`src/rtl/bcd_display_scan.sv`:
```
// Time-multiplexed six-digit 7-segment driver for an HH:MM:SS clock.
// Takes one snapshot of the digits per scan frame, scans one digit per slot and blinks the separator points.
module bcd_display_scan #(
    parameter int unsigned SCAN_DIV     = 50000,
    parameter bit          COMMON_ANODE = 1'b1,
    parameter bit          LZ_BLANK     = 1'b0
) (
    input  logic       clk,
    input  logic       rst_n,
    input  logic       en,
    input  logic [3:0] segundoDer,
    input  logic [3:0] segundoIzq,
    input  logic [3:0] minutosDer,
    input  logic [3:0] minutosIzq,
    input  logic [3:0] horasDiDer,
    input  logic [1:0] horasDiIzq,
    output logic [5:0] anodo,
    output logic [6:0] seg,
    output logic       dp,
    output logic       frame_tick
);

    localparam int unsigned PW    = (SCAN_DIV > 1) ? $clog2(SCAN_DIV) : 1;
    localparam int unsigned NDIG  = 6;
    localparam int unsigned DW    = 4;
    localparam int unsigned SEGW  = 7;
    localparam int unsigned IW    = 3;

    localparam logic [PW-1:0]   PRESC_MAX = PW'(SCAN_DIV - 1);
    localparam logic [IW-1:0]   IDX_LAST  = IW'(NDIG - 1);
    localparam logic [NDIG-1:0] AN_OFF    = {NDIG{COMMON_ANODE}};
    localparam logic [SEGW-1:0] SEG_OFF   = {SEGW{COMMON_ANODE}};

    logic [PW-1:0]            presc_q, presc_d;
    logic [IW-1:0]            idx_q, idx_d;
    logic [NDIG-1:0][DW-1:0]  shadow_q, shadow_d;
    logic                     load_pend_q, load_pend_d;
    logic [NDIG-1:0]          anodo_q, anodo_d;
    logic [SEGW-1:0]          seg_q, seg_d;
    logic                     dp_q, dp_d;
    logic                     frame_tick_q, frame_tick_d;

    logic                     tick_c, wrap_c, load_now_c;
    logic [NDIG-1:0][DW-1:0]  live_c, view_c;
    logic [DW-1:0]            digit_c;
    logic [NDIG-1:0]          an_hi_c;
    logic [SEGW-1:0]          seg_hi_c;
    logic                     dp_hi_c;

    // Active-high {g,f,e,d,c,b,a}; non-BCD codes show a dash.
    function automatic logic [SEGW-1:0] bcd_to_seg(input logic [DW-1:0] d);
        case (d)
            4'd0:    bcd_to_seg = 7'h3F;
            4'd1:    bcd_to_seg = 7'h06;
            4'd2:    bcd_to_seg = 7'h5B;
            4'd3:    bcd_to_seg = 7'h4F;
            4'd4:    bcd_to_seg = 7'h66;
            4'd5:    bcd_to_seg = 7'h6D;
            4'd6:    bcd_to_seg = 7'h7D;
            4'd7:    bcd_to_seg = 7'h07;
            4'd8:    bcd_to_seg = 7'h7F;
            4'd9:    bcd_to_seg = 7'h6F;
            default: bcd_to_seg = 7'h40;
        endcase
    endfunction

    always_comb begin
        presc_d      = presc_q;
        idx_d        = idx_q;
        shadow_d     = shadow_q;
        load_pend_d  = load_pend_q;
        digit_c      = '0;
        an_hi_c      = '0;
        seg_hi_c     = '0;
        dp_hi_c      = 1'b0;

        live_c     = {{2'b00, horasDiIzq}, horasDiDer, minutosIzq,
                      minutosDer, segundoIzq, segundoDer};
        tick_c     = en && (presc_q == PRESC_MAX);
        wrap_c     = tick_c && (idx_q == IDX_LAST);
        load_now_c = en && load_pend_q;

        if (en) begin
            presc_d = tick_c ? '0 : presc_q + PW'(1);
        end
        if (tick_c) begin
            idx_d = (idx_q == IDX_LAST) ? '0 : idx_q + IW'(1);
        end
        if (load_now_c) begin
            load_pend_d = 1'b0;
        end
        if (wrap_c || load_now_c) begin
            shadow_d = live_c;
        end

        // The very first lit slot shows the digits being captured, not the reset zeros.
        view_c = load_now_c ? live_c : shadow_q;

        case (idx_q)
            3'd0:    digit_c = view_c[0];
            3'd1:    digit_c = view_c[1];
            3'd2:    digit_c = view_c[2];
            3'd3:    digit_c = view_c[3];
            3'd4:    digit_c = view_c[4];
            3'd5:    digit_c = view_c[5];
            default: digit_c = '0;
        endcase

        if (en) begin
            an_hi_c  = NDIG'(1) << idx_q;
            seg_hi_c = bcd_to_seg(digit_c);
            if (LZ_BLANK && (idx_q == IDX_LAST) && (digit_c == '0)) begin
                seg_hi_c = '0;
            end
            dp_hi_c = ((idx_q == 3'd2) || (idx_q == 3'd4)) && !view_c[0][0];
        end

        anodo_d      = an_hi_c ^ AN_OFF;
        seg_d        = seg_hi_c ^ SEG_OFF;
        dp_d         = dp_hi_c ^ COMMON_ANODE;
        frame_tick_d = wrap_c;
    end

    always_ff @(posedge clk or negedge rst_n) begin
        if (!rst_n) begin
            presc_q      <= '0;
            idx_q        <= '0;
            shadow_q     <= '0;
            load_pend_q  <= 1'b1;
            anodo_q      <= AN_OFF;
            seg_q        <= SEG_OFF;
            dp_q         <= COMMON_ANODE;
            frame_tick_q <= 1'b0;
        end else begin
            presc_q      <= presc_d;
            idx_q        <= idx_d;
            shadow_q     <= shadow_d;
            load_pend_q  <= load_pend_d;
            anodo_q      <= anodo_d;
            seg_q        <= seg_d;
            dp_q         <= dp_d;
            frame_tick_q <= frame_tick_d;
        end
    end

    assign anodo      = anodo_q;
    assign seg        = seg_q;
    assign dp         = dp_q;
    assign frame_tick = frame_tick_q;

endmodule

```
`config.mk`:
```
export PLATFORM = sky130hd
export DESIGN_NAME = bcd_display_scan
export DESIGN_NICKNAME = d
export VERILOG_FILES = /design/src/rtl/bcd_display_scan.sv
export SDC_FILE = /design/constraint.sdc
export NUM_CORES = 1
export LEC_CHECK = 0
export ABC_AREA = 1
export BUFFER_PORTS_ARGS = -buffer_cell sky130_fd_sc_hd__buf_2
export CORE_MARGIN = 2
export CORE_UTILIZATION = 35
export CTS_CLUSTER_DIAMETER = 60
export DETAILED_ROUTE_END_ITERATION = 10
export HOLD_SLACK_MARGIN = 0.03
export PLACE_DENSITY_LB_ADDON = 0.2
export REMOVE_ABC_BUFFERS = 1
export SKIP_LAST_GASP = 1
export SLEW_MARGIN = 20
export SYNTH_ARGS = -nofsm -noshare
export SYNTH_HDL_FRONTEND = slang
export SYNTH_SLANG_ARGS = --single-unit
```
`constraint.sdc`:
```
create_clock -name clk -period 4.5 [get_ports clk]
set_input_delay 0.45 -clock clk [delete_from_list [all_inputs] [get_ports clk]]
set_output_delay 0.45 -clock clk [all_outputs]
set_load 0.05 [all_outputs]
```
## Yosys cells after proc, flatten, opt, wreduce, memory -nomap -nowiden

Memories as Yosys holds them, arrays and structs flattened.
Index checks and enable logic that the tools add are counted.

| operators by class | value |
|---|---|
| add/subtract/negate cells | 2 |
| eq/ne operators | 6 |
| shifts and indexed selects | 1 |
| muxes and demuxes | 7 |
| bitwise logic cells | 3 |
| reductions and logical operators | 8 |

Operators by type and width:

| operator | number |
|---|---|
| 4-bit one-hot mux with 6 select lines | 1 |
| 22-bit two-way mux | 1 |
| 16-bit by 1-bit adder with 16-bit output, second input constant | 1 |
| 16-bit == test, second input constant | 1 |
| 16-bit two-way mux | 1 |
| 7-bit two-way mux | 1 |
| 7-bit NOT | 1 |
| 3-bit by 2-bit == test with 1-bit output, second input constant | 2 |
| 3-bit == test, second input constant | 2 |
| 6-bit two-way mux | 1 |
| 6-bit NOT | 1 |
| 1-bit by 3-bit left shift with 6-bit output, first input constant | 1 |
| 1-bit logical AND | 4 |
| 3-bit by 1-bit adder with 3-bit output, second input constant | 1 |
| 3-bit by 1-bit == test with 1-bit output, second input constant | 1 |
| 3-bit zero test | 1 |
| 3-bit two-way mux | 1 |
| 1-bit logical OR | 2 |
| 1-bit zero test | 1 |
| 1-bit two-way mux | 1 |
| 1-bit NOT | 1 |

| storage, ports and cells | value |
|---|---|
| register bits | 57 |
| bits in read-only memories | 112 |
| word-level logic and storage cells | 41 |
| memories | 1 |

Memories:

| name | depth | width | rd ports | clocked after Yosys merged registers in | write ports | RTL line | RTL |
|---|---|---|---|---|---|---|---|
| (no name shown) | 16 | 7 | 1 | 0 | 0 | 52 | `case (d)` |

## Logic depth before layout (Yosys ltp)

| depth | value |
|---|---|
| depth after elaboration | 6 |
| mapped depth | 15 |
| depth with buffers taken out | 15 |

## Worst setup path before layout

OpenSTA, ideal clock, no wires.

| timing | value |
|---|---|
| kind | register to register |
| start | register load_pend_q |
| end | register seg_q[3] (netlist: seg[3]) |
| library setup time | 0.065 ns |
| data arrival time | 1.767 ns |
| required time | 4.435 ns |
| slack | 2.667 ns |
| cell stages (with the launch flop) | 13 |
| path buffers | 1 |
| cells stage by stage | dfstp_2 clkbuf_1 nand3_1 nand2_1 nand2_1 nand2_1 nor2_1 nand2_1 inv_1 ha_1 nand2_1 nand3_1 nand3_1 |

| between the ends | value |
|---|---|
| word-level cells in the longest chain between the ends | 6 |

RTL lines:

| item | RTL line | RTL |
|---|---|---|
| start, declared | 37 | `logic load_pend_q, load_pend_d;` |
| start signal, assigned | 138 | `load_pend_q <= load_pend_d;` |
| 1-bit logical AND | 81 | `load_now_c = en && load_pend_q;` |
| 22-bit two-way mux | 97 | `view_c = load_now_c ? live_c : shadow_q;` |
| 4-bit one-hot mux with 6 select lines | 99 | `case (idx_q)` |
| memory read 16 x 7 bit | n/a |  |
| 7-bit two-way mux | 109 | `if (en) begin` |
| 7-bit NOT (no line) | n/a |  |
| named net seg_d[3] | 39 | `logic [SEGW-1:0] seg_q, seg_d;` |
| end signal, assigned | 140 | `seg_q <= seg_d;` |
| end, declared | 39 |  |

The timed path passes the listed nets, and every way through them passes these cells.
A chain may end at the register's enable or synchronous reset.

## Final worst setup path

| timing | value |
|---|---|
| start | input en |
| end | register seg_q[3] (netlist: seg[3]) |

| between the ends | value |
|---|---|
| word-level cells in the longest chain between the ends | 6 |

RTL lines:

| item | RTL line | RTL |
|---|---|---|
| start, declared | 10 | `input logic en,` |
| 1-bit logical AND | 81 |  |
| 22-bit two-way mux | 97 |  |
| 4-bit one-hot mux with 6 select lines | 99 |  |
| memory read 16 x 7 bit | n/a |  |
| 7-bit two-way mux * | 109 |  |
| 7-bit NOT (no line) * | n/a |  |
| named net seg_d[3] | 39 |  |

The timed path passes the listed nets; every way through them passes the cells marked *.

==> flow_summary.toml <==
[clock_tree]
cts_resized = 0
clock_latency_ps = 340
h-tree-depth = 3
clkSinkCount = 57
cts_tree = "built"
cts.path.max_buffers = 2
root_buffer = "clkbuf_8"
hold_buffers = 0
numCtsBuffers = 9
clk_pin_slew_ps = 60
cts_setup_buffers = 0

[floorplanning]
design.die.area_mm2 = 0.0100
io_pins = 40
core_area_mm2 = 0.00911
die_w_um = 100
start_util_pct = 35.4
rows = 35
die_y_um = 100

[setup_path]
path_class = "in2reg"
slowest_delay_ps = 530
crit_buf_inv = 3
start_kind = "input pin"
crit_family = "simple AND/OR/NAND/NOR gates"
worstPathMaxFanout = 33
critPathArrivalTime_ps = 2940
r2r_setup_slack_ps = 1930
cp.required_ps = 4770
crit_path_end_kind = "register"
crit_slowest_cell = "nand2_2"
crit_path_frequent_cell = "nand2_1"
crit_chain = "buf_2, nand2_2, inv_2, nand2_1, nand3_1, nand2_1, nor2_1, nand2_1, inv_1, ha_1, nand2_1, nand3_1, nand3_1"

[pwr]
leakagePower_nw = 1.92
p_total_w = 0.00133
power_density_mw_per_mm2 = 362
ir_worst_vdd_mv = 0.114

[timing]
worst_slew_pin_slew_ps = 702
rsz0062_at_grt = "false"
fin_crit_ps = 2680
hold_violations = 0
finalCritPeriodShare_pct = 59.5
max_freq_ghz = 0.374
setup_violations = 0
tns_ps = 0
timing.slew.headroom_pct = 53.2
slew_viol_final = 0
skew_ps = 8.46

[yosys]
yosysWarnings = 0
yosysSeqAreaShare_pct = 44.8
synth_seq_cells = 57
synthesis.area_mm2 = 0.00323
syn_inst = 439
postSynthAreaPerCell_um2 = 7.35
netlist-cell-type-count = 31

[grt]
antenna_found_initial = 0
gr-total-overflow = 0
grt_max_degree = 58
track_usage_pct = 16.2
grt_pass1_wl_mm = 12.7
grt_pass1_vias = 2686

[worst_hold_path]
hp-class = "in2async"

[route]
dr_total_vias = 2815
wl_per_cell_um = 12.4
detail-route-antenna-nets = 0
route.detailed.drc = 0
routed_wl_mm = 7.39
via_per_inst = 4.73
drt_iter0_drc = 126
drt_pass1_iterations = 4

[placement]
port_buffers = 39
dp_hpwl_mm = 5.33
post_dp_cell_area_mm2 = 0.00350
place_congestion = 0.850

[run_status]
status = "completed"

[flow_run]
maxCapViolations = 0

[finish]
final_layout_size_suffix_gt1_share_pct = 17.8
antenna_cells = 0
layout.nets = 512
finalInstanceArea_mm2 = 0.00368
syn_to_final_growth_pct = 14.0
[report_power, final]
group | internal (W) | total (W) | switching [W]
Combinational | 0.0000881 | 0.000268 | 0.000180
Sequential | 0.000579 | 0.000622 | 0.0000433
Clock | 0.000246 | 0.000442 | 0.000196
[metal layers]
layer	global-route usage [%]	wire, µm	vias up
met5	0	0	-
met4	8.11	149	0
met3	2.65	220	12
met2	25.1	3320	50
met1	22.1	3700	1293
li1	-	-	1460
[through the flow]
stage | setup WS (ps) | util [%] | cells | hold slack [ps]
floorplan | 2350 | - | 428 | 154
global placement | 1570 | 38.4 | 579 | 493
detailed placement | 1490 | 38.4 | 579 | 496
CTS | 1840 | 40.4 | 595 | 271
global route | 1530 | 40.4 | 595 | 303
finish | 1820 | 40.4 | 595 | 248
[state kept, by name, indices dropped and copies added (netlist names)]
signal       count
anodo            6
seg              7
dp               1
frame_tick       1
load_pend_q      1
presc_q         16
shadow_q        22
idx_q            3
[final timing paths]
| kind | from | cells past startpoint | endpoint |
|---|---|---|---|
| worst min register to register | shadow_q[18]$_DFFE_PN0P_ | 2 | shadow_q[18]$_DFFE_PN0P_ |
| worst min-delay path | rst_n | 2 | shadow_q[16]$_DFFE_PN0P_ |
| max in group asynchronous | rst_n | 2 | presc_q[12]$_DFFE_PN0P_ |
| min in group clk | minutosIzq[0] | 3 | shadow_q[12]$_DFFE_PN0P_ |
| worst max register to register | load_pend_q$_DFFE_PN1N_ | 12 | seg[3]$_DFF_PN1_ |
| worst max-delay path | en | 13 | seg[3]$_DFF_PN1_ |
[worst register-to-register path, cell delays in order, from the launching register on]
cell     delay (ps)
dfstp_2         640
nand2_2         390
inv_2           350
nand2_1          90
nand3_1          90
nand2_1          50
nor2_1          140
nand2_1         150
inv_1           140
ha_1            240
nand2_1          80
nand3_1          70
nand3_1          80
[layout make-up]
| type | count | area [µm²] |
|---|---|---|
| Inverter | 62 | 233 |
| Multi-Input combinational cell | 309 | 1480 |
| Timing Repair Buffer | 40 | 203 |
| Clock buffer | 16 | 180 |
| Tap cell | 111 | 139 |
| Fill cell | 962 | 5430 |
| Sequential cell | 57 | 1450 |
[cells by family after synthesis]
logic type,Yosys count,synth area share (%)
simple gates,264,35.4
buf+inv,73,9.42
flops,57,44.8
compound gates,33,6.24
fa+ha+maj,8,3.10
xor+xnor,4,1.09
[synth_stat cells]
cell | instances | area share [%]
nand3_1 | 52 | 8.1
dfrtp_1 | 42 | 33
buf_6 | 3 | 1.0
o31ai_1 | 1 | 0.23
nor3b_1 | 1 | 0.23
o211ai_1 | 1 | 0.23
nor4_1 | 2 | 0.39
or2_2 | 2 | 0.39
nand2_4 | 1 | 0.35
a31oi_1 | 1 | 0.19
ha_1 | 8 | 3.1
buf_4 | 1 | 0.23
nand2_1 | 156 | 18
nor2_2 | 2 | 0.39
o21ai_2 | 8 | 2.2
inv_1 | 60 | 7.0
buf_2 | 3 | 0.46
nor2_1 | 27 | 3.1
o21ai_1 | 3 | 0.46
inv_2 | 2 | 0.23
nand2_2 | 1 | 0.19
nand4_1 | 4 | 0.78
xor2_1 | 4 | 1.1
o21ai_0 | 14 | 2.2
clkbuf_1 | 4 | 0.46
nand4_4 | 1 | 0.66
dfstp_2 | 15 | 12
nor3_1 | 12 | 1.9
nor3_2 | 2 | 0.62
a21oi_1 | 5 | 0.78
or2_0 | 1 | 0.19
[cell usage in the layout (no fill, tap or decap), types with 2 or more instances in the layout]
cell / netlist / layout
a21oi_1: 5 / 5
buf_2: 3 / 39
clkbuf_1: 4 / 4
clkbuf_8: 0 / 12
dfrtp_1: 42 / 42
dfstp_2: 15 / 15
ha_1: 8 / 8
inv_1: 60 / 60
inv_2: 2 / 2
nand2_1: 156 / 156
nand3_1: 52 / 52
nand4_1: 4 / 4
nor2_1: 27 / 27
nor2_2: 2 / 2
nor3_1: 12 / 12
nor3_2: 2 / 2
nor4_1: 2 / 2
o21ai_0: 14 / 14
o21ai_1: 3 / 3
o21ai_2: 8 / 8
or2_2: 2 / 2
xor2_1: 4 / 4
Power figures use the tool's default switching activity.
